### src/rtl/sc_player_pkg.sv
// Shared player-2 command encodings and direction-FSM state type.
// The position register reuses the CMD_* encodings.
package sc_player_pkg;

    localparam logic [1:0] CMD_NONE  = 2'b00;
    localparam logic [1:0] CMD_LEFT  = 2'b01;
    localparam logic [1:0] CMD_RIGHT = 2'b10;

    typedef enum logic [2:0] {
        ST_IDLE,
        ST_FIRST,
        ST_DELAY,
        ST_REPEAT,
        ST_LOCK
    } dir_state_t;

endpackage

### src/rtl/sc_button_debouncer.sv
// Two-flop synchroniser plus debouncer for one active-low pushbutton.
// Produces the debounced pressed level and a one-cycle press-edge pulse.
module sc_button_debouncer #(
    parameter int unsigned DEBOUNCE_CYCLES = 4
) (
    input  logic clk,
    input  logic rst_n,
    input  logic button,
    output logic pressed,
    output logic press
);

    localparam int unsigned CW = $clog2(DEBOUNCE_CYCLES + 1);

    logic [1:0]    sync;
    logic          level;
    logic [CW-1:0] cnt;
    logic          press_q;

    // level keeps the raw button polarity: 1 = released
    always_ff @(posedge clk or negedge rst_n) begin
        if (!rst_n) begin
            sync    <= '1;
            level   <= 1'b1;
            cnt     <= '0;
            press_q <= 1'b0;
        end else begin
            sync    <= {sync[0], button};
            press_q <= 1'b0;
            if (sync[1] != level) begin
                if (cnt >= CW'(DEBOUNCE_CYCLES - 1)) begin
                    level   <= sync[1];
                    cnt     <= '0;
                    press_q <= ~sync[1];
                end else begin
                    cnt <= cnt + 1'b1;
                end
            end else begin
                cnt <= '0;
            end
        end
    end

    assign pressed = ~level;
    assign press   = press_q;

endmodule

### src/rtl/sc_player_2_move_controller.sv
// Player-2 button front end: debounced start load strobe and
// hold-to-repeat left/right shift commands for the position register.
module sc_player_2_move_controller
    import sc_player_pkg::*;
#(
    parameter int unsigned DATAWIDTH       = 8,
    parameter logic [DATAWIDTH-1:0] INIT_POSITION = {{(DATAWIDTH-1){1'b0}}, 1'b1},
    parameter int unsigned DEBOUNCE_CYCLES = 4,
    parameter int unsigned REPEAT_DELAY    = 8,
    parameter int unsigned REPEAT_PERIOD   = 4
) (
    input  logic                 SC_PLAYER_2_MOVE_CONTROLLER_CLOCK_50,
    input  logic                 SC_PLAYER_2_MOVE_CONTROLLER_RESET_InLow,
    input  logic                 SC_PLAYER_2_MOVE_CONTROLLER_enable_InHigh,
    input  logic                 SC_PLAYER_2_MOVE_CONTROLLER_start_InLow,
    input  logic                 SC_PLAYER_2_MOVE_CONTROLLER_left_InLow,
    input  logic                 SC_PLAYER_2_MOVE_CONTROLLER_right_InLow,
    output logic                 SC_PLAYER_2_MOVE_CONTROLLER_load_OutLow,
    output logic [1:0]           SC_PLAYER_2_MOVE_CONTROLLER_shiftselection_Out,
    output logic [DATAWIDTH-1:0] SC_PLAYER_2_MOVE_CONTROLLER_data_OutBUS
);

    localparam int unsigned RPT_MAX = (REPEAT_DELAY > REPEAT_PERIOD) ? REPEAT_DELAY : REPEAT_PERIOD;
    localparam int unsigned RW      = $clog2(RPT_MAX + 1);

    logic clk, rst_n, enable;
    assign clk    = SC_PLAYER_2_MOVE_CONTROLLER_CLOCK_50;
    assign rst_n  = SC_PLAYER_2_MOVE_CONTROLLER_RESET_InLow;
    assign enable = SC_PLAYER_2_MOVE_CONTROLLER_enable_InHigh;

    logic start_level, start_press;
    logic left_level, left_press;
    logic right_level, right_press;

    sc_button_debouncer #(.DEBOUNCE_CYCLES(DEBOUNCE_CYCLES)) u_start (
        .clk(clk), .rst_n(rst_n), .button(SC_PLAYER_2_MOVE_CONTROLLER_start_InLow),
        .pressed(start_level), .press(start_press)
    );
    sc_button_debouncer #(.DEBOUNCE_CYCLES(DEBOUNCE_CYCLES)) u_left (
        .clk(clk), .rst_n(rst_n), .button(SC_PLAYER_2_MOVE_CONTROLLER_left_InLow),
        .pressed(left_level), .press(left_press)
    );
    sc_button_debouncer #(.DEBOUNCE_CYCLES(DEBOUNCE_CYCLES)) u_right (
        .clk(clk), .rst_n(rst_n), .button(SC_PLAYER_2_MOVE_CONTROLLER_right_InLow),
        .pressed(right_level), .press(right_press)
    );

    // Directions act on levels (a held button re-arms when enable rises)
    logic unused_debounce;
    assign unused_debounce = ^{start_level, left_press, right_press};

    dir_state_t    state, state_n;
    logic [RW-1:0] cnt, cnt_n;
    logic [RW-1:0] limit;
    logic [1:0]    dir, dir_n;
    logic [1:0]    shift_q, shift_n;
    logic          load_q;
    logic          held, both;

    always_ff @(posedge clk or negedge rst_n) begin
        if (!rst_n) begin
            state   <= ST_IDLE;
            cnt     <= '0;
            dir     <= CMD_NONE;
            shift_q <= CMD_NONE;
            load_q  <= 1'b1;
        end else begin
            state   <= state_n;
            cnt     <= cnt_n;
            dir     <= dir_n;
            shift_q <= shift_n;
            load_q  <= ~start_press;
        end
    end

    always_comb begin
        state_n = state;
        cnt_n   = cnt;
        dir_n   = dir;
        shift_n = CMD_NONE;
        both    = left_level & right_level;
        held    = (dir == CMD_LEFT) ? left_level : right_level;
        limit   = (state == ST_REPEAT) ? RW'(REPEAT_PERIOD) : RW'(REPEAT_DELAY);

        if (!enable) begin
            state_n = ST_IDLE;
            cnt_n   = '0;
        end else begin
            case (state)
                ST_IDLE: begin
                    if (both) begin
                        state_n = ST_LOCK;
                    end else if (left_level || right_level) begin
                        dir_n   = left_level ? CMD_LEFT : CMD_RIGHT;
                        shift_n = dir_n;
                        state_n = ST_FIRST;
                        cnt_n   = RW'(1);
                    end
                end
                // cnt holds cycles elapsed since the most recent pulse
                ST_FIRST, ST_DELAY, ST_REPEAT: begin
                    if (both) begin
                        state_n = ST_LOCK;
                        cnt_n   = '0;
                    end else if (!held) begin
                        state_n = ST_IDLE;
                        cnt_n   = '0;
                    end else if (cnt >= limit) begin
                        shift_n = dir;
                        state_n = ST_REPEAT;
                        cnt_n   = RW'(1);
                    end else begin
                        cnt_n   = cnt + 1'b1;
                        state_n = (state == ST_REPEAT) ? ST_REPEAT : ST_DELAY;
                    end
                end
                ST_LOCK: begin
                    if (!left_level && !right_level) state_n = ST_IDLE;
                end
                default: state_n = ST_IDLE;
            endcase
        end

        if (start_press && shift_n != CMD_NONE) begin
            shift_n = CMD_NONE;
            state_n = ST_IDLE;
            cnt_n   = '0;
        end
    end

    assign SC_PLAYER_2_MOVE_CONTROLLER_load_OutLow        = load_q;
    assign SC_PLAYER_2_MOVE_CONTROLLER_shiftselection_Out = shift_q;
    assign SC_PLAYER_2_MOVE_CONTROLLER_data_OutBUS        = INIT_POSITION;

endmodule
### config.mk
export PLATFORM = sky130hd
export DESIGN_NAME = sc_player_2_move_controller
export DESIGN_NICKNAME = d
export VERILOG_FILES = /design/src/rtl/sc_player_pkg.sv /design/src/rtl/sc_button_debouncer.sv /design/src/rtl/sc_player_2_move_controller.sv
export SDC_FILE = /design/constraint.sdc
export NUM_CORES = 1
export LEC_CHECK = 0
export CAP_MARGIN = 10
export CORE_ASPECT_RATIO = 1.2
export CORE_MARGIN = 5
export CORE_UTILIZATION = 35
export CTS_CLUSTER_SIZE = 16
export DETAILED_ROUTE_END_ITERATION = 12
export DONT_BUFFER_PORTS = 1
export GPL_ROUTABILITY_DRIVEN = 0
export GPL_TIMING_DRIVEN = 0
export HOLD_SLACK_MARGIN = 0.03
export PLACE_DENSITY = 0.52
export SLEW_MARGIN = 20
export SYNTH_ARGS = -nofsm -noshare
export SYNTH_HDL_FRONTEND = slang
export SYNTH_SLANG_ARGS = --single-unit
### constraint.sdc
create_clock -name SC_PLAYER_2_MOVE_CONTROLLER_CLOCK_50 -period 2.6 [get_ports SC_PLAYER_2_MOVE_CONTROLLER_CLOCK_50]
set_input_delay 0.26 -clock SC_PLAYER_2_MOVE_CONTROLLER_CLOCK_50 [delete_from_list [all_inputs] [get_ports SC_PLAYER_2_MOVE_CONTROLLER_CLOCK_50]]
set_output_delay 0.26 -clock SC_PLAYER_2_MOVE_CONTROLLER_CLOCK_50 [all_outputs]
set_load 0.005 [all_outputs]
## Word-level counts from Yosys, hierarchy flattened

Index checks and enable logic that the tools add are counted.

| storage, ports and cells | value |
|---|---|
| flip-flop bits (word level) | 31 |
| latch bits | 0 |
| memory bits (writable) | 0 |
| ROM bits | 0 |
| input bits | 6 |
| output and inout port bits | 11 |
| logic and storage cells | 91 |
| memories kept | 0 |

| cells by class | value |
|---|---|
| $add $sub $neg | 4 |
| multiply operators | 0 |
| divide/modulo/power cells | 0 |
| order comparisons | 4 |
| equality and inequality tests | 13 |
| shifts and indexed selects | 0 |
| muxes and demuxes | 37 |
| bitwise logic cells | 6 |
| reduce and logical (&&, ||, !) cells | 12 |

Operator list:

| operator | number |
|---|---|
| 3-bit 2-to-1 mux | 12 |
| 4-bit 2-to-1 mux | 8 |
| 2-bit 2-to-1 mux | 9 |
| 4-bit != test, second input constant | 3 |
| 3-bit by 1-bit adder with 3-bit output, second input constant | 3 |
| 3-bit by 2-bit greater-or-equal comparator with 1-bit output, second input constant | 3 |
| 3-bit case mux with 3 select lines | 1 |
| 4-bit case mux with 2 select lines | 1 |
| 2-bit AND reduction | 4 |
| 3-bit by 2-bit == test with 1-bit output, second input constant | 2 |
| 1-bit 2-to-1 mux | 5 |
| 5-bit != test, second input constant | 1 |
| 1-bit inverter | 5 |
| 4-bit by 1-bit adder with 4-bit output, second input constant | 1 |
| 4-bit greater-or-equal comparator | 1 |
| 4-bit by 1-bit != test with 1-bit output, second input constant | 1 |
| 2-bit case mux with 2 select lines | 1 |
| 4-bit AND reduction | 1 |
| 3-bit by 1-bit == test with 1-bit output, second input constant | 1 |
| 3-bit == test, second input constant | 1 |
| 3-bit logical NOT | 1 |
| 1-bit != test | 3 |
| 3-bit AND reduction | 1 |
| 3-bit OR reduction | 1 |
| 5 further kinds | 6 |

## Logic depth before layout (Yosys ltp)

Gate-level depths: netlist of the first run.

| logic depth | value |
|---|---|
| depth after elaboration | 12 |
| gate-level depth with buffers | 6 |
| gate-level depth less buffers | 5 |

## Modules after synthesis

Synthesis of the first run repeated with hierarchy kept, for this count alone.

| second synthesis, totals | value |
|---|---|
| cell total of the unflattened synthesis | 136 |
| area, all modules | 1657.8 sq um |

By module, submodules not included:

| module | instances | cells each | area an instance (sq um) | seq. area each (sq um) |
|---|---|---|---|---|
| sc_button_debouncer | 3 | 18 | 276.5 | 178.9 |
| sc_player_2_move_controller | 1 | 82 | 828.3 | 301.5 |

## Least setup slack after synthesis of the first run

Ideal clock, no wire load.

| timing path | value |
|---|---|
| kind | flip-flop to flip-flop |
| from | register state[2] |
| to | register cnt[0] |
| setup time | 121 ps |
| arrival time | 1459 ps |
| data required time | 2479 ps |
| path slack | 1020 ps |
| stages on the path, launching flop included | 6 |
| buffers on the path | 0 |
| period minus slack after synthesis | 1580 ps |
| path through | dfrtp_1 and4b_1 o21ai_0 a211o_1 a41o_1 a22o_1 |

| on the way | value |
|---|---|
| cells in the longest elaborated chain, start to end | 12 |
| elaborated cells on any way between the ends | 24 |
| classes of those cells | order compare: 1; eq/ne: 6; mux: 12; reduce/logical: 5 |

RTL lines:

| element | RTL line | RTL |
|---|---|---|
| start, declared | sc_player_2_move_controller.sv:52 | `dir_state_t state, state_n;` |
| start signal, assigned | sc_player_2_move_controller.sv:68 | `state <= state_n;` |
| 3-bit by 2-bit == test with 1-bit output | sc_player_2_move_controller.sv:83, sc_player_2_move_controller.sv:89 |  |
| 4-bit 2-to-1 mux | sc_player_2_move_controller.sv:83 | `limit = (state == ST_REPEAT) ? RW'(REPEAT_PERIOD) : RW'(REPEAT_DELAY);` |
| 4-bit greater-or-equal comparator | sc_player_2_move_controller.sv:108 | `end else if (cnt >= limit) begin` |
| 2-bit 2-to-1 mux | sc_player_2_move_controller.sv:108 |  |
| 2-bit 2-to-1 mux | sc_player_2_move_controller.sv:105 | `end else if (!held) begin` |
| 2-bit 2-to-1 mux | sc_player_2_move_controller.sv:102 | `if (both) begin` |
| 2-bit case mux with 2 select lines | sc_player_2_move_controller.sv:89 | `case (state)` |
| 2-bit 2-to-1 mux | sc_player_2_move_controller.sv:85 | `if (!enable) begin` |
| 2-bit nonzero test | sc_player_2_move_controller.sv:124 | `if (start_press && shift_n != CMD_NONE) begin` |
| 1-bit logical AND | sc_player_2_move_controller.sv:124 |  |
| 4-bit by 1-bit != test with 1-bit output (no source line) / 4-bit != test (equally long branches) | n/a |  |
| 3-bit AND reduction (no source line) | n/a |  |
| end signal, assigned | sc_player_2_move_controller.sv:69 | `cnt <= cnt_n;` |
| end, declared | sc_player_2_move_controller.sv:53 | `logic [RW-1:0] cnt, cnt_n;` |

Several ways; a longest one is shown, not always the timed one.
A chain may end at the register's enable or synchronous reset.

## Worst setup path in the final report of the first run

| timing path | value |
|---|---|
| from | register u_right.level |
| to | register cnt[2] |

| on the way | value |
|---|---|
| cells in the longest elaborated chain, start to end | 10 |
| elaborated cells on any way between the ends | 21 |
| classes of those cells | eq/ne: 3; mux: 12; bitwise: 2; reduce/logical: 4 |

RTL lines:

| element | RTL line | RTL |
|---|---|---|
| start, declared | sc_button_debouncer.sv:16 | `logic level;` |
| start signal, assigned | sc_button_debouncer.sv:32 | `level <= sync[1];` |
| 1-bit inverter * | sc_button_debouncer.sv:44 | `assign pressed = ~level;` |
| 1-bit 2-to-1 mux / 1-bit logical OR (equally long branches) | sc_player_2_move_controller.sv:82, sc_player_2_move_controller.sv:93 |  |
| 2-bit 2-to-1 mux (on tied branches) | sc_player_2_move_controller.sv:105, sc_player_2_move_controller.sv:93 |  |
| 2-bit 2-to-1 mux (on tied branches) | sc_player_2_move_controller.sv:102, sc_player_2_move_controller.sv:91 |  |
| 2-bit case mux with 2 select lines | sc_player_2_move_controller.sv:89 |  |
| 2-bit 2-to-1 mux | sc_player_2_move_controller.sv:85 |  |
| 2-bit nonzero test | sc_player_2_move_controller.sv:124 |  |
| 1-bit logical AND | sc_player_2_move_controller.sv:124 |  |
| 4-bit by 1-bit != test with 1-bit output (no source line) / 4-bit != test (equally long branches) | n/a |  |
| 3-bit AND reduction (no source line) | n/a |  |

Every way passes the cells marked *; elsewhere a longest branch is shown, timed or not.

==> results of run 1 <==
[area by class of cell]
type,count,share of cell area
Timing Repair Buffer,5,0.03529
Sequential cell,31,0.4632
Multi-Input combinational cell,89,0.3551
Tap cell,54,0.03971
Clock inverter,1,0.002941
Buffer,10,0.04118
Inverter,8,0.01765
Clock buffer,7,0.04485
[per-stage QoR]
step	cell area (um2)	total power [mW]	hold slack, ns	cells
floorplan	1493	1.166	-0.03559	138
global placement	1560	1.260	-0.03465	192
detailed placement	1560	1.280	-0.03439	192
CTS	1702	1.664	0.1176	205
global route	1702	1.780	0.1187	205
finish	1702	1.638	0.1287	205
[cell families after synthesis]
kind of cell,share of synthesized area
and+or+nand+nor,0.1839
AOI/OAI and AO/OA,0.09021
xor gates and xnor gates,0.01788
DFF,0.5362
adders and majority gates,0.06809
other,0.005108
muxes,0.03064
buffers and inverters,0.06809
[sequential cells by signal (all words and copies together) (netlist names), 2 cells and up]
| name | count |
|---|---|
| cnt | 4 |
| state | 3 |
| u_left.cnt | 3 |
| u_right.cnt | 3 |
| u_start.cnt | 3 |
| SC_PLAYER_2_MOVE_CONTROLLER_shiftselection_Out | 2 |
| dir | 2 |
| u_left.sync | 2 |
| u_right.sync | 2 |
| u_start.sync | 2 |
[where the power goes]
part	internal, mW	total [mW]	switching (mW)	leakage, nW
logic	0.265	0.577	0.311	0.373
clock network	0.187	0.352	0.164	0.0422
registers	0.625	0.710	0.0848	0.384
[metal layers]
metal  part of all wire  vias up
met3              0.059        6
met4              0.017        0
li1                   -      469
met2               0.47       22
met1               0.45      449
met5                  0        -
[final timing paths]
check | end | depth (start not counted)
setup / recovery | cnt[2] | 6
hold / removal | state[2] | 1
setup reg to reg | cnt[2] | 6
hold reg to reg | u_left.sync[1] | 0
max in group asynchronous | u_right.level | 2
min in group asynchronous | cnt[1] | 2
[timing repair]
item / in CTS / in global routing
hold buffers: 5 / 0
hold endpoints to repair: 34 / 0
setup endpoints to repair: 0 / 0
setup buffers: 0 / 0
[Yosys cell counts, types with 2 or more instances]
cell type  count  share of area
a31oi_1        4          0.017
and3_1         3          0.013
nor3b_1        2          0.010
buf_2          2         0.0068
xor2_1         3          0.018
o22ai_1        2         0.0085
a21oi_1        3          0.010
nand2_1        9          0.023
a211oi_1       3          0.015
inv_1          8          0.020
mux2_2         4          0.031
dfrtp_1       21           0.36
conb_1         2         0.0051
nand3_1        2         0.0068
nor3_1         3          0.010
buf_4          8          0.041
ha_1           8          0.068
nand2b_1       3          0.013
o21ai_0        3          0.010
nor2_1        10          0.026
dfstp_2       10           0.18
and2b_2        2          0.012
==> results.py, run 1 <==
metrics = {
    "detailed_routing": {
        "wire_per_inst_um": 11.42,
        "vias": 946,
        "ant_nets": 0,
        "route.detailed.drc": 0,
        "initialDrtViolationCount": 19,
        "routed_wl_um": 2341,
        "routed_via_density": 4.615,
        "dr.pass1.iters": 4,
    },
    "power": {
        "vdd_drop_max_mv": 0.3223,
        "cellPowerDensity_mw_per_mm2": 962.5,
        "power_leakage_nw": 0.7987,
    },
    "final_layout": {
        "insertedDiodeCount": 0,
        "final_common_cell": "dfrtp_1",
        "most-common-layout-cells": "dfrtp_1 (21), dfstp_2 (10), nor2_1 (10), nand2_1 (9)",
        "seqCellArea_um2": 788.3,
        "finish.utilization": 0.4250,
        "nNetsFinal": 164,
        "drive_gt1_frac": 0.2583,
        "syn_to_final_growth_pct": 15.74,
        "multiInputGateArea_um2": 604.3,
        "fillers": 413,
    },
    "sta": {
        "fin_crit_ns": 1.783,
        "fin_crit_sh": 0.6859,
        "final_hold_viol_count": 0,
        "setup_viol": 0,
        "fin_setup_tns_ns": 0,
        "rsz0062_at_grt": "false",
        "fin_skew_ns": 0.005469,
        "max_clock_freq_mhz": 560.8,
        "worst_slack_ns": 0.8167,
        "finalMaxSlewViolations": 0,
    },
    "global_routing": {
        "gr-total-overflow": 0,
        "grt_pass1_vias": 948,
        "antenna_found_initial": 0,
        "grtUsageMet2": 0.1594,
        "grt_use_total": 0.09748,
        "grt_use_met3": 0.04579,
        "met1_usage": 0.1102,
        "busiest_layer": "met2",
        "grt_max_degree": 32,
        "grt_pass1_wl_um": 4222,
    },
    "floorplanning": {
        "io_pins": 17,
        "core_mm2": 0.004004,
        "initial_core_util": 0.3672,
        "fp.dieH_um": 81.00,
        "die_w_um": 69.17,
        "num_rows": 25,
        "dieArea_mm2": 0.005602,
    },
    "clocking": {
        "post_cts_resized": 0,
        "clockBufferDepth": 2,
        "cts_tree": "built",
        "htreeDepth": 2,
        "cts.sinks": 31,
        "cts-root-buf": "clkbuf_8",
        "cts_buffers": 5,
        "cts.clk_slew.worst_paths_ns": 0.06,
        "clock_latency_ns": 0.28,
    },
    "synthesis": {
        "synth.distinct_cells": 39,
        "synth-edff-count": 0,
        "synth_seq_area_share": 0.5362,
        "async_reset_ff_frac": 1.000,
        "syn_area_mm2": 0.001470,
        "ys_ff_latch": 31,
        "synth_cells": 132,
        "ys.warnings.count": 0,
        "yosys_most_used_dff": "dfrtp_1",
        "synth_area_per_cell_um2": 11.14,
    },
    "worst_setup_path": {
        "cp-start-kind": "flop",
        "reg2reg_from": "u_right.level",
        "required_ns": 2.80,
        "arrival_ns": 1.99,
        "criticalPathCategory": "reg2reg",
        "cp-startpoint": "u_right.level",
        "slowest_delay_ns": 0.51,
        "ff2ff_setup_slack_ns": 0.82,
        "crit_buf_inv": 1,
        "crit_path_frequent_cell": "nand2b_1",
        "crit_family": "flip-flops",
        "slowest_stage": "dfstp_2",
        "crit_chain": "buf_2 -> nand2b_1 -> mux2_2 -> nor4_4 -> nand2b_1 -> a31oi_1",
        "cp-end-kind": "flop",
        "worstPathMaxFanout": 10,
    },
    "hold_path": {
        "min_from": "SC_PLAYER_2_MOVE_CONTROLLER_enable_InHigh",
        "min_path_type": "in2reg",
    },
    "job": {
        "cap_violations": 0,
    },
    "placed_design": {
        "dp_hpwl_um": 1750,
        "dp_slack_ns": 0.8432,
        "io_buffers": 0,
    },
    "run_status": {
        "status": "completed",
    },
}
(Power assumes the default switching activity.)
==> inputs of run 2 (changes only) <==
==> constraint.sdc (replaced) <==
create_clock -name SC_PLAYER_2_MOVE_CONTROLLER_CLOCK_50 -period 1.8 [get_ports SC_PLAYER_2_MOVE_CONTROLLER_CLOCK_50]
set_input_delay 0.18 -clock SC_PLAYER_2_MOVE_CONTROLLER_CLOCK_50 [delete_from_list [all_inputs] [get_ports SC_PLAYER_2_MOVE_CONTROLLER_CLOCK_50]]
set_output_delay 0.18 -clock SC_PLAYER_2_MOVE_CONTROLLER_CLOCK_50 [all_outputs]
set_load 0.005 [all_outputs]
==> results.py, run 2 (same netlist as run 1, synthesis figures left out) <==
metrics = {
    "placed_design": {
        "dp_hpwl_um": 1750,
        "dp_slack_ns": 0.04318,
        "io_buffers": 0,
        "post_dp_cell_area_mm2": 0.001560,
        "dp_cells": 192,
    },
    "final_layout": {
        "insertedDiodeCount": 0,
        "most-common-layout-cells": "dfrtp_1 (20), buf_4 (11), dfstp_2 (10), nor2_1 (10), nand2_1 (9)",
        "syn_to_final_growth_pct": 17.19,
        "final_common_cell": "dfrtp_1",
        "final_cells": 206,
        "regMostFlops": "cnt",
        "drive_gt1_frac": 0.2763,
        "largest_register_ffs": 4,
        "nNetsFinal": 165,
        "finish.utilization": 0.4303,
        "multiInputGateArea_um2": 611.8,
        "fillers": 417,
        "fin_area_mm2": 0.001723,
        "seqCellArea_um2": 789.5,
    },
    "sta": {
        "fin_skew_ns": 0.004162,
        "finalMaxSlewViolations": 0,
        "max_clock_freq_mhz": 582.8,
        "setup_viol": 0,
        "final_hold_viol_count": 0,
        "worst_slack_ns": 0.08407,
        "fin_crit_ns": 1.716,
        "rsz0062_at_grt": "true",
        "fin_hold_ws_ns": 0.04615,
        "fin_crit_sh": 0.9533,
        "fin_setup_tns_ns": 0,
    },
    "worst_setup_path": {
        "required_ns": 2.00,
        "cp-end-kind": "flop",
        "arrival_ns": 1.92,
        "cp-start-kind": "flop",
        "worstPathMaxFanout": 6,
        "criticalPathCategory": "reg2reg",
    },
    "global_routing": {
        "grt_max_degree": 32,
        "grt_pass1_wl_um": 4222,
        "antenna_found_initial": 0,
        "grt_pass1_vias": 948,
        "grt_use_total": 0.09748,
        "gr-total-overflow": 0,
    },
    "detailed_routing": {
        "initialDrtViolationCount": 25,
        "route.detailed.drc": 0,
        "wire_per_inst_um": 11.61,
        "ant_nets": 0,
        "vias": 960,
        "dr.pass1.iters": 4,
        "routed_via_density": 4.660,
        "routed_wl_um": 2391,
    },
    "run_status": {
        "status": "completed",
    },
    "power": {
        "vdd_drop_max_mv": 0.4970,
        "cellPowerDensity_mw_per_mm2": 1409,
        "power.total_mw": 2.427,
        "power_leakage_nw": 0.8091,
    },
    "clocking": {
        "cts-root-buf": "clkbuf_8",
        "htreeDepth": 2,
        "clockBufferDepth": 2,
        "clock_latency_ns": 0.28,
        "cts.sinks": 31,
        "cts.clk_slew.worst_paths_ns": 0.06,
        "cts_buffers": 5,
        "cts_tree": "built",
    },
    "floorplanning": {
        "core_mm2": 0.004004,
        "die_w_um": 69.17,
        "io_pins": 17,
        "initial_core_util": 0.3672,
        "fp.dieH_um": 81.00,
        "dieArea_mm2": 0.005602,
        "num_rows": 25,
    },
    "job": {
        "cap_violations": 0,
    },
    "hold_path": {
        "min_path_type": "in2reg",
    },
}
run 2: final timing paths:
check                                                          startpoint             end  slack (ns)  cells after the start
worst max-delay path                                         u_left.level          cnt[2]        0.08                      5
worst min-delay path            SC_PLAYER_2_MOVE_CONTROLLER_enable_InHigh        state[2]        0.05                      1
worst max register to register                               u_left.level          cnt[2]        0.08                      5
worst min register to register                             u_left.sync[0]  u_left.sync[1]        0.36                      0
max in group asynchronous         SC_PLAYER_2_MOVE_CONTROLLER_RESET_InLow   u_right.level        1.22                      2
min in group asynchronous         SC_PLAYER_2_MOVE_CONTROLLER_RESET_InLow          cnt[1]        0.34                      2
run 2: worst max-delay path, stage by stage, from the launching register on:
cell and delay (ns):
dfstp_2 0.59, nand2b_2 0.10, mux2_2 0.33, nor4_4 0.36, nand2b_1 0.10, a31oi_1 0.16
run 2: routing by layer:
layer | global-route usage | up-vias | wire, um
met4 | 0.04102 | 0 | 40
met5 | 0 | - | 0
met1 | 0.1102 | 459 | 1058
met3 | 0.04579 | 6 | 129
met2 | 0.1594 | 20 | 1164
li1 | - | 475 | -
run 2: final cells by class:
| class | count | area share |
|---|---|---|
| Sequential cell | 31 | 0.4582 |
| Multi-Input combinational cell | 89 | 0.3551 |
| Timing Repair Buffer | 8 | 0.04793 |
| Clock buffer | 7 | 0.04430 |
| Tap cell | 54 | 0.03922 |
| Buffer | 8 | 0.03486 |
| Inverter | 8 | 0.01743 |
| Clock inverter | 1 | 0.002905 |
run 2: where the power goes:
group          switching, mW  internal (mW)  leakage, nW  total, mW
Sequential             0.162          0.908        0.382       1.07
Clock                  0.239          0.271       0.0422      0.509
Combinational          0.422          0.425        0.384      0.847
Total                  0.823           1.60        0.809       2.43
run 2: what timing repair did:
item	4_1_cts	5_1_grt
setup endpoints to repair	0	4
hold buffers	5	0
gates resized for setup	0	2
buffers inserted	0	3
endpoints found under the hold margin	34	0
==> inputs of run 3 (changes only) <==
--- a/config.mk
+++ b/config.mk
@@ -12,9 +12,8 @@
 export CTS_CLUSTER_SIZE = 16
 export DETAILED_ROUTE_END_ITERATION = 12
 export DONT_BUFFER_PORTS = 1
-export GPL_ROUTABILITY_DRIVEN = 0
 export GPL_TIMING_DRIVEN = 0
-export HOLD_SLACK_MARGIN = 0.03
+export HOLD_SLACK_MARGIN = 0.02
 export PLACE_DENSITY = 0.52
 export SLEW_MARGIN = 20
 export SYNTH_ARGS = -nofsm -noshare
==> results of run 3 <==
Final layout, timing and power as in run 2 (identical DEF).
